[src/rtl/multicycle_control.sv]
// Control FSM for the shared multicycle datapath: sequences fetch, decode
// and per-opcode execute steps, stalling on memory ready with a timeout trap.
module multicycle_control #(
   parameter int unsigned MEM_TIMEOUT = 15,
   parameter int unsigned TO_W        = 4
) (
   input  logic       clk,
   input  logic       reset,
   input  logic [5:0] Op_code,
   input  logic       zero,
   input  logic       mem_ready,
   output logic       PCWrite,
   output logic       PCWriteCond,
   output logic       IorD,
   output logic       MemRead,
   output logic       MemWrite,
   output logic       IRWrite,
   output logic       MemtoReg,
   output logic       RegDst,
   output logic       RegWrite,
   output logic       ALUSrcA,
   output logic [1:0] ALUSrcB,
   output logic [1:0] ALUOp,
   output logic [1:0] PCSource,
   output logic [3:0] state,
   output logic       trap
);

   localparam logic [3:0] S_IDLE   = 4'd0;
   localparam logic [3:0] S_FETCH  = 4'd1;
   localparam logic [3:0] S_DECODE = 4'd2;
   localparam logic [3:0] S_MEMADR = 4'd3;
   localparam logic [3:0] S_MEMRD  = 4'd4;
   localparam logic [3:0] S_MEMWB  = 4'd5;
   localparam logic [3:0] S_MEMWR  = 4'd6;
   localparam logic [3:0] S_EXEC   = 4'd7;
   localparam logic [3:0] S_ALUWB  = 4'd8;
   localparam logic [3:0] S_BRANCH = 4'd9;
   localparam logic [3:0] S_ADDIEX = 4'd10;
   localparam logic [3:0] S_ADDIWB = 4'd11;
   localparam logic [3:0] S_JUMP   = 4'd12;
   localparam logic [3:0] S_TRAP   = 4'd13;

   localparam logic [5:0] OP_R    = 6'b000000;
   localparam logic [5:0] OP_LW   = 6'b100011;
   localparam logic [5:0] OP_SW   = 6'b101011;
   localparam logic [5:0] OP_BEQ  = 6'b000100;
   localparam logic [5:0] OP_ADDI = 6'b001000;
   localparam logic [5:0] OP_J    = 6'b000010;

   localparam logic [TO_W-1:0] TO_LIM = TO_W'(MEM_TIMEOUT);
   localparam logic [TO_W-1:0] TO_MAX = '1;
   localparam bit              TO_EN  = (MEM_TIMEOUT != 0);

   logic [3:0]      cur;
   logic [3:0]      nxt;
   logic [TO_W-1:0] wcnt;
   logic [TO_W-1:0] wcnt_nxt;
   logic            waiting;
   logic            timeout;

   // Branch resolution happens in the datapath (zero AND PCWriteCond).
   logic unused_zero;
   assign unused_zero = zero;

   assign state = cur;
   assign trap  = (cur == S_TRAP);

   always_comb begin
      waiting = ((cur == S_FETCH) || (cur == S_MEMRD) ||
                 (cur == S_MEMWR)) && !mem_ready;
      timeout = TO_EN && waiting && (wcnt == TO_LIM);
   end

   always_comb begin
      nxt = S_FETCH;
      case (cur)
         S_IDLE:   nxt = S_FETCH;
         S_FETCH: begin
            if (timeout)        nxt = S_TRAP;
            else if (mem_ready) nxt = S_DECODE;
            else                nxt = S_FETCH;
         end
         S_DECODE: begin
            case (Op_code)
               OP_R:         nxt = S_EXEC;
               OP_LW, OP_SW: nxt = S_MEMADR;
               OP_BEQ:       nxt = S_BRANCH;
               OP_ADDI:      nxt = S_ADDIEX;
               OP_J:         nxt = S_JUMP;
               default:      nxt = S_TRAP;
            endcase
         end
         S_MEMADR: nxt = (Op_code == OP_SW) ? S_MEMWR : S_MEMRD;
         S_MEMRD: begin
            if (timeout)        nxt = S_TRAP;
            else if (mem_ready) nxt = S_MEMWB;
            else                nxt = S_MEMRD;
         end
         S_MEMWR: begin
            if (timeout)        nxt = S_TRAP;
            else if (mem_ready) nxt = S_FETCH;
            else                nxt = S_MEMWR;
         end
         S_EXEC:   nxt = S_ALUWB;
         S_ADDIEX: nxt = S_ADDIWB;
         S_TRAP:   nxt = S_TRAP;
         default:  nxt = S_FETCH;
      endcase
   end

   // A stalled state never changes, so clearing on !waiting covers exits.
   always_comb begin
      wcnt_nxt = '0;
      if (waiting && !timeout)
         wcnt_nxt = (wcnt == TO_MAX) ? wcnt : wcnt + 1'b1;
   end

   always_ff @(posedge clk or posedge reset) begin
      if (reset) begin
         cur  <= S_IDLE;
         wcnt <= '0;
      end else begin
         cur  <= nxt;
         wcnt <= wcnt_nxt;
      end
   end

   always_comb begin
      PCWrite     = 1'b0;
      PCWriteCond = 1'b0;
      IorD        = 1'b0;
      MemRead     = 1'b0;
      MemWrite    = 1'b0;
      IRWrite     = 1'b0;
      MemtoReg    = 1'b0;
      RegDst      = 1'b0;
      RegWrite    = 1'b0;
      ALUSrcA     = 1'b0;
      ALUSrcB     = 2'b00;
      ALUOp       = 2'b00;
      PCSource    = 2'b00;
      case (cur)
         S_FETCH: begin
            MemRead = 1'b1;
            ALUSrcB = 2'b01;
            IRWrite = mem_ready;
            PCWrite = mem_ready;
         end
         S_DECODE: ALUSrcB = 2'b11;
         S_MEMADR: begin
            ALUSrcA = 1'b1;
            ALUSrcB = 2'b10;
         end
         S_MEMRD: begin
            MemRead = 1'b1;
            IorD    = 1'b1;
         end
         S_MEMWB: begin
            RegWrite = 1'b1;
            MemtoReg = 1'b1;
         end
         S_MEMWR: begin
            MemWrite = 1'b1;
            IorD     = 1'b1;
         end
         S_EXEC: begin
            ALUSrcA = 1'b1;
            ALUOp   = 2'b10;
         end
         S_ALUWB: begin
            RegWrite = 1'b1;
            RegDst   = 1'b1;
         end
         S_BRANCH: begin
            ALUSrcA     = 1'b1;
            ALUOp       = 2'b01;
            PCWriteCond = 1'b1;
            PCSource    = 2'b01;
         end
         S_ADDIEX: begin
            ALUSrcA = 1'b1;
            ALUSrcB = 2'b10;
         end
         S_ADDIWB: RegWrite = 1'b1;
         S_JUMP: begin
            PCWrite  = 1'b1;
            PCSource = 2'b10;
         end
         default: ;
      endcase
   end

endmodule

[config.mk]
export PLATFORM = sky130hd
export DESIGN_NAME = multicycle_control
export DESIGN_NICKNAME = d
export VERILOG_FILES = /design/src/rtl/multicycle_control.sv
export SDC_FILE = /design/constraint.sdc
export NUM_CORES = 1
export LEC_CHECK = 0
export CELL_PAD_IN_SITES_DETAIL_PLACEMENT = 0
export CELL_PAD_IN_SITES_GLOBAL_PLACEMENT = 1
export CORE_MARGIN = 8
export CORE_UTILIZATION = 26
export CTS_BUF_LIST = sky130_fd_sc_hd__clkbuf_2
export CTS_CLUSTER_DIAMETER = 100
export DETAILED_ROUTE_END_ITERATION = 8
export GPL_ROUTABILITY_DRIVEN = 0
export PLACE_DENSITY_LB_ADDON = 0.08
export RECOVER_POWER = 25
export SLEW_MARGIN = 20
export SYNTH_ARGS = -nofsm -noshare
export SYNTH_HDL_FRONTEND = slang
export SYNTH_SLANG_ARGS = --single-unit
[constraint.sdc]
create_clock -name clk -period 1.7 [get_ports clk]
set_clock_uncertainty 0.15 [all_clocks]
set_input_delay 0.34 -clock clk [delete_from_list [all_inputs] [get_ports clk]]
set_output_delay 0.34 -clock clk [all_outputs]
set_load 0.05 [all_outputs]
==> qor.txt <==
STA
----------------------------------------------------------------------------------------
Portion of the clock cycle consumed by the worst path in the final layout           114%
Maximum achievable frequency                                                     516 MHz
Transition time at the pin with the least slew margin                             325 ps
Worst slew margin                                                                  78.3%
Count of pins over their slew limit                                                    0
Worst-case setup margin in the final layout                                      -237 ps
Unrepaired setup endpoints after global routing                                      yes
Post-route minimum period                                                        1940 ps
Number of failing setup endpoints in the final timing report                          19
Final Hold Violating Endpoints                                                         0

FLOORPLANNING
----------------------------------------------------------------------------------------
Number of standard-cell rows in the floorplan                                         18
Die boundary height                                                              67.0 µm
Initial Util                                                                       27.3%
Die footprint                                                                   4490 µm²
IO Pins                                                                               31
Std-Cell Core Area                                                              2480 µm²
Chip width                                                                       67.0 µm

FINAL LAYOUT
----------------------------------------------------------------------------------------
Most common library cell in the layout ignoring fill and taps               sky130_fd_sc_hd__buf_4
Final standard cell utilization of the core                                        75.7%
Final #Nets                                                                          175
Filler-free cell count of the finished design                                        193
Share of post-route cells with drive strength above 1                              67.5%
Most frequent cells in the layout                                           sky130_fd_sc_hd__buf_4 (35), sky130_fd_sc_hd__buf_12 (22), sky130_fd_sc_hd__buf_6 (10), sky130_fd_sc_hd__nor2_1 (9), sky130_fd_sc_hd__nor2_4 (8)
Ant. Diodes                                                                            0
Post-route design area                                                          1870 µm²
Layout-stage area growth over the synthesis result                                  177%

ROUTE
----------------------------------------------------------------------------------------
Iter 0 DRT Violations                                                                 23
Final routed DRC violation total                                                       0
Overall via count from detail_route                                                  928
Antenna-violating nets left                                                            0
Total length of routed wires                                                     2840 µm
Wire length per cell after detailed routing                                      14.7 µm
Vias/cell                                                                           4.81
First drt pass iteration count                                                         4

WORST HOLD PATH
----------------------------------------------------------------------------------------
Class of the worst hold path                                                 in -> async

CLOCK NETWORK
----------------------------------------------------------------------------------------
Clock sinks                                                                            8
Htree depth                                                                            1
Cts bufs inserted                                                                      3
TritonCTS clock tree                                                               built
Maximum buffer depth of the clock tree                                                 2
Buffer type at the clock tree root                                          sky130_fd_sc_hd__clkbuf_2
Worst-path clk slew                                                                90 ps
Worst-skew pair later-pin latency                                                 240 ps

GLOBAL ROUTING
----------------------------------------------------------------------------------------
Largest net degree at the start of global routing                                     10
Antenna violations before repair                                                       0
Number of global-route vias before repair                                            996
Global-route wire length before repair                                           4600 µm
Total routing resource utilization after global routing                            12.9%
Aggregate global routing overflow                                                      0

POWER AND IR DROP
----------------------------------------------------------------------------------------
Worst voltage drop across the vdd grid                                           1.83 mV
Leakage power                                                                   0.804 nW
PwrDens                                                                      2260 nW/µm²

STATUS
----------------------------------------------------------------------------------------
Result of the run                                                           finished, violations left
Violations in the final reports                                             negative setup slack

SYNTH
----------------------------------------------------------------------------------------
Sequential-to-total area share from yosys stat                                     29.6%
Synth Net Count                                                                       99
Synth Warn #                                                                           0
Synthesized cell area                                                            677 µm²
Synthesis-stage register bit count                                                     8
Asr flop ratio synth                                                                100%
Post-synth EDFFs                                                                       0
Synthesized area per cell                                                       7.69 µm²
Flip-flop cell with the highest count after synthesis                       sky130_fd_sc_hd__dfrtp_1
Synth Instances                                                                       88
Number of distinct library cells after synthesis                                      34

WORST SETUP PATH
----------------------------------------------------------------------------------------
Worst endpoint data arrival time                                                 1450 ps
Critical register-to-register path endpoint                                     state[1]
Category of the critical setup timing path                                    reg -> out
Kind of start point of the critical path                                       flip-flop
Cell depth of the worst flop-to-flop path                                              6
Highest net fanout along the worst path                                                4
Register-to-register setup slack                                                  -30 ps
Crit end category                                                             output pin
Setup crit start                                                                state[2]
End point of the critical path                                                   PCWrite
Startpoint of the lowest-slack register-to-register path                        state[0]
Required time of the critical path                                               1210 ps

PLACE
----------------------------------------------------------------------------------------
HPWL after detailed placement                                                    1890 µm
Setup slack after placement                                                      -241 ps
Number of I/O port buffers                                                            29
DP Cell Count                                                                        169
Placed cell area                                                                1530 µm²

JOB
----------------------------------------------------------------------------------------
Max-cap violations                                                                     0

## Yosys cell counts, types with 2 or more instances
master                     count  area (µm²)
sky130_fd_sc_hd__a211oi_1      2        15.0
sky130_fd_sc_hd__xnor2_1       2        17.5
sky130_fd_sc_hd__o21ai_1       3        15.0
sky130_fd_sc_hd__nor2_1       17        63.8
sky130_fd_sc_hd__xor2_1        3        26.3
sky130_fd_sc_hd__dfrtp_1       8         200
sky130_fd_sc_hd__buf_6         2        22.5
sky130_fd_sc_hd__nand2_1       5        18.8
sky130_fd_sc_hd__inv_1         6        22.5
sky130_fd_sc_hd__a21oi_1       2        10.0
sky130_fd_sc_hd__nand3_1       4        20.0
sky130_fd_sc_hd__buf_2         2        10.0
sky130_fd_sc_hd__nor3_1        6        30.0
sky130_fd_sc_hd__nand2b_1      6        37.5
## flip-flops by register name, summed over array words and instances (netlist names)
register and count:
state 4, wcnt 4
## per-stage QoR
stage          TNS, ps  power [mW]  hold WS, ps
3_5_place_dp     -1330        3.40          371
2_1_floorplan    -3590        2.06         5.39
5_1_grt          -3090        4.43          356
3_3_place_gp     -1170        3.38          362
4_1_cts          -2320        4.06          181
6_report         -1910        4.24          328
## worst min-delay path by stage
stage / start / cells after the start / slack, ps / endpoint
global placement: wcnt[0] / 2 / 360 / wcnt[0]
finish: reset / 2 / 330 / wcnt[2]
detailed placement: wcnt[0] / 2 / 370 / wcnt[0]
global route: reset / 2 / 360 / wcnt[2]
floorplan: reset / 1 / 5 / wcnt[0]
CTS: reset / 2 / 180 / wcnt[2]
## routing by layer
layer | vias to the layer above | routed length, µm | global-route usage (%)
met3 | 2 | 162 | 3.19
li1 | 469 | - | -
met4 | 0 | 18 | 2.09
met2 | 24 | 1580 | 24.0
met5 | - | 0 | 0
met1 | 433 | 1080 | 14.4
## power by group
group	switching [mW]	total, mW	internal [mW]
Clock	0.0675	0.130	0.0625
Combinational	1.87	3.75	1.88
Sequential	0.0987	0.363	0.264
## area by class of cell
class	count	area (µm²)
Clock buffer	4	20.0
Fill cell	175	603
Inverter	7	26.3
Multi-Input combinational cell	68	676
Sequential cell	8	205
Tap cell	30	37.5
Timing Repair Buffer	76	910
## repair_timing
action	in CTS	in global routing
hold buffers	0	0
endpoints found under the setup margin	20	21
buffers inserted	17	6
gates resized for setup	29	9
pin swaps	16	14
## kinds of logic (layout without fill, tap and decap cells)
family	Yosys count	after routing	share of synthesized area (%)
simple gates	45	45	33.8
compound gates	17	17	18.5
fa+ha+maj	1	1	1.85
buf+inv	12	87	9.80
flops	8	8	29.6
xor+xnor	5	5	6.47
## critical path, cell delays in order, from the launching register on
cell and delay, ps:
sky130_fd_sc_hd__dfrtp_2 450, sky130_fd_sc_hd__buf_6 140, sky130_fd_sc_hd__nor2_4 80, sky130_fd_sc_hd__nand4_1 250
sky130_fd_sc_hd__nand2b_4 170, sky130_fd_sc_hd__buf_12 140
Note: power is estimated with default switching activity, not from simulation.
==> variant, RTL diff (same flow settings) <==
`TO_W`: 4 -> 6.
--- a/src/rtl/multicycle_control.sv
+++ b/src/rtl/multicycle_control.sv
@@ -2,7 +2,7 @@
 // and per-opcode execute steps, stalling on memory ready with a timeout trap.
 module multicycle_control #(
    parameter int unsigned MEM_TIMEOUT = 15,
-   parameter int unsigned TO_W        = 4
+   parameter int unsigned TO_W        = 6
 ) (
    input  logic       clk,
    input  logic       reset,
Function: same outputs for any inputs over 10 cycles, from zero or initial values and one cycle with reset high; that may be too few to reach the edited logic, so the function may still have changed.
==> variant against the unedited design <==
- the run still ends with negative setup slack left
- first-iteration DRC count increased to 2.7 times the old value
- area after synthesis increased by 29%
- design area increased by 7.2%
- register-to-register slack about the same
- wire length increased by 22%
- sequential cell count increased by 2
- worst setup slack got worse by 0.0066 ns
- total power decreased by 6.7%
- critical path type unchanged
- largest cell class unchanged
- largest power group unchanged
==> variant: results (changes against the unedited design) <==
Placement
  – Placed cells: 208 (+23%)
  – DP Area: 1710 sq um (+12%)
  – Pre-CTS WS: -0.288 ns (-0.0463 ns)
  – Post-DP HPWL: 2420 um (+28%)

Run status
  – Outcome: complete, but fails checks
  – Failing checks: negative setup slack

Worst setup path
  – Delay-heaviest family, CP: flip-flops
  – Reg2Reg Depth: 5 (-1)
  – Crit-path max FO: 6 (+2)
  – Worst r2r src: state[3]
  – Max stage delay on crit path: 0.48 ns (+0.03 ns)

Yosys
  – Asr flop ratio synth: 100% (unchanged)
  – Synth cell types: 37 (+8.8%)
  – Leading area contributor after synthesis: dfrtp_1
  – Syn nets: 128 (+29%)
  – Ranking of synthesized cells by area: dfrtp_1 29%, nor2_1 6.4%, nand2_1 4.7%
  – Post-synthesis sequential area ratio: 28.7% (-0.92 points)
  – Commonest cells in the netlist: 15 x nor2_1, 11 x nand2_1, 10 x dfrtp_1

Layout
  – Nets@finish: 196 (+12%)
  – Antenna fix cells: 0 (unchanged)
  – Fill count: 268 (+53%)
  – Fin cells: 230 (+19%)
  – Share of layout cells above drive strength 1: 57.1% (-10 points)

Global routing
  – Total track usage: 12.7% (-0.12 points)
  – Largest net degree at the start of global routing: 12 (+2)

Drt
  – Metal3 WL: 167 um (+3.1%)
  – DRT Wirelength: 3470 um (+22%)
  – Met1 wire length: 1270 um (+18%)
  – DR vias: 1177 (+27%)
  – Initial DRC count: 62 (+170%)

Power
  – IR drop worst, VDD: 0.663 mV (-64%)
  – Static Leakage: 0.864 nW (+7.4%)
  – Net Sw Power: 1.91 mW (-6.1%)

Timing
  – Setup violators final: 18 (-1)
  – Final WS setup: -0.243 ns (-0.00656 ns)
  – Worst Max-Slew Pin Slew: 0.394 ns (+0.0692 ns)
  – Hold Slack: 0.350 ns (+0.0214 ns)

CTS
  – CTS buffer count: 3 (unchanged)
==> variant: changes by cell type after synthesis, sizes merged, moves of 3 or more <==
cell,delta
nand2,+6
nand3,+4
o21ai,+4
a21oi,+3
o41ai,+3
==> variant: final cells by class <==
cell class / instances / share of cell area (%)
Clock buffer: 3 / 0.747
Clock inverter: 1 / 0.187
Inverter: 6 / 1.43
Multi-Input combinational cell: 93 / 38.3
Sequential cell: 10 / 12.8
Tap cell: 46 / 2.86
Timing Repair Buffer: 71 / 43.6
==> variant: stage by stage <==
step / util (%) / setup TNS [ns]
finish: 61.2 / -3.00
global route: 61.2 / -4.16
CTS: 58.1 / -3.27
detailed placement: 52.1 / -1.01
global placement: 52.1 / -0.945
floorplan: - / -2.50
==> variant: cell families (layout without fill, tap and decap cells) <==
family | Yosys count | count (layout) | share of synthesized area [%]
AO/OA/AOI/OAI | 29 | 29 | 22.8
XOR/XNOR | 4 | 4 | 4.01
adder cells (fa/ha/maj) | 1 | 1 | 1.43
buffers and inverters | 14 | 81 | 7.88
flip-flops | 10 | 10 | 28.7
multiplexers | 2 | 2 | 2.29
AND/OR/NAND/NOR | 57 | 57 | 33.0
==> variant: timing repair <==
item	CTS	global route
setup endpoints to repair	17	22
pin swaps	11	12
setup buffers	13	6
gates resized for setup	18	16
==> variant: worst max-delay path by stage <==
stage,to,slack (ns)
final,PCWrite,-0.24
after global routing,PCWrite,-0.29
after CTS,RegWrite,-0.23
after detailed placement,state[3],-0.29
after global placement,state[2],-0.26
after floorplan,PCWrite,-0.35
==> variant: metal layers <==
metal,vias up,track usage [%]
met5,-,0
met4,0,5.54
met3,8,1.75
met2,29,24.1
met1,588,13.5
li1,552,-
==> variant: power groups by stage <==
stage	Clock (mW)	Sequential, mW	Combinational, mW
after global routing	0.144	0.470	3.54
after detailed placement	0	0.432	2.81
after floorplan	0	0.528	1.55
final	0.129	0.458	3.37
after CTS	0.141	0.443	3.18
after global placement	0	0.432	2.79
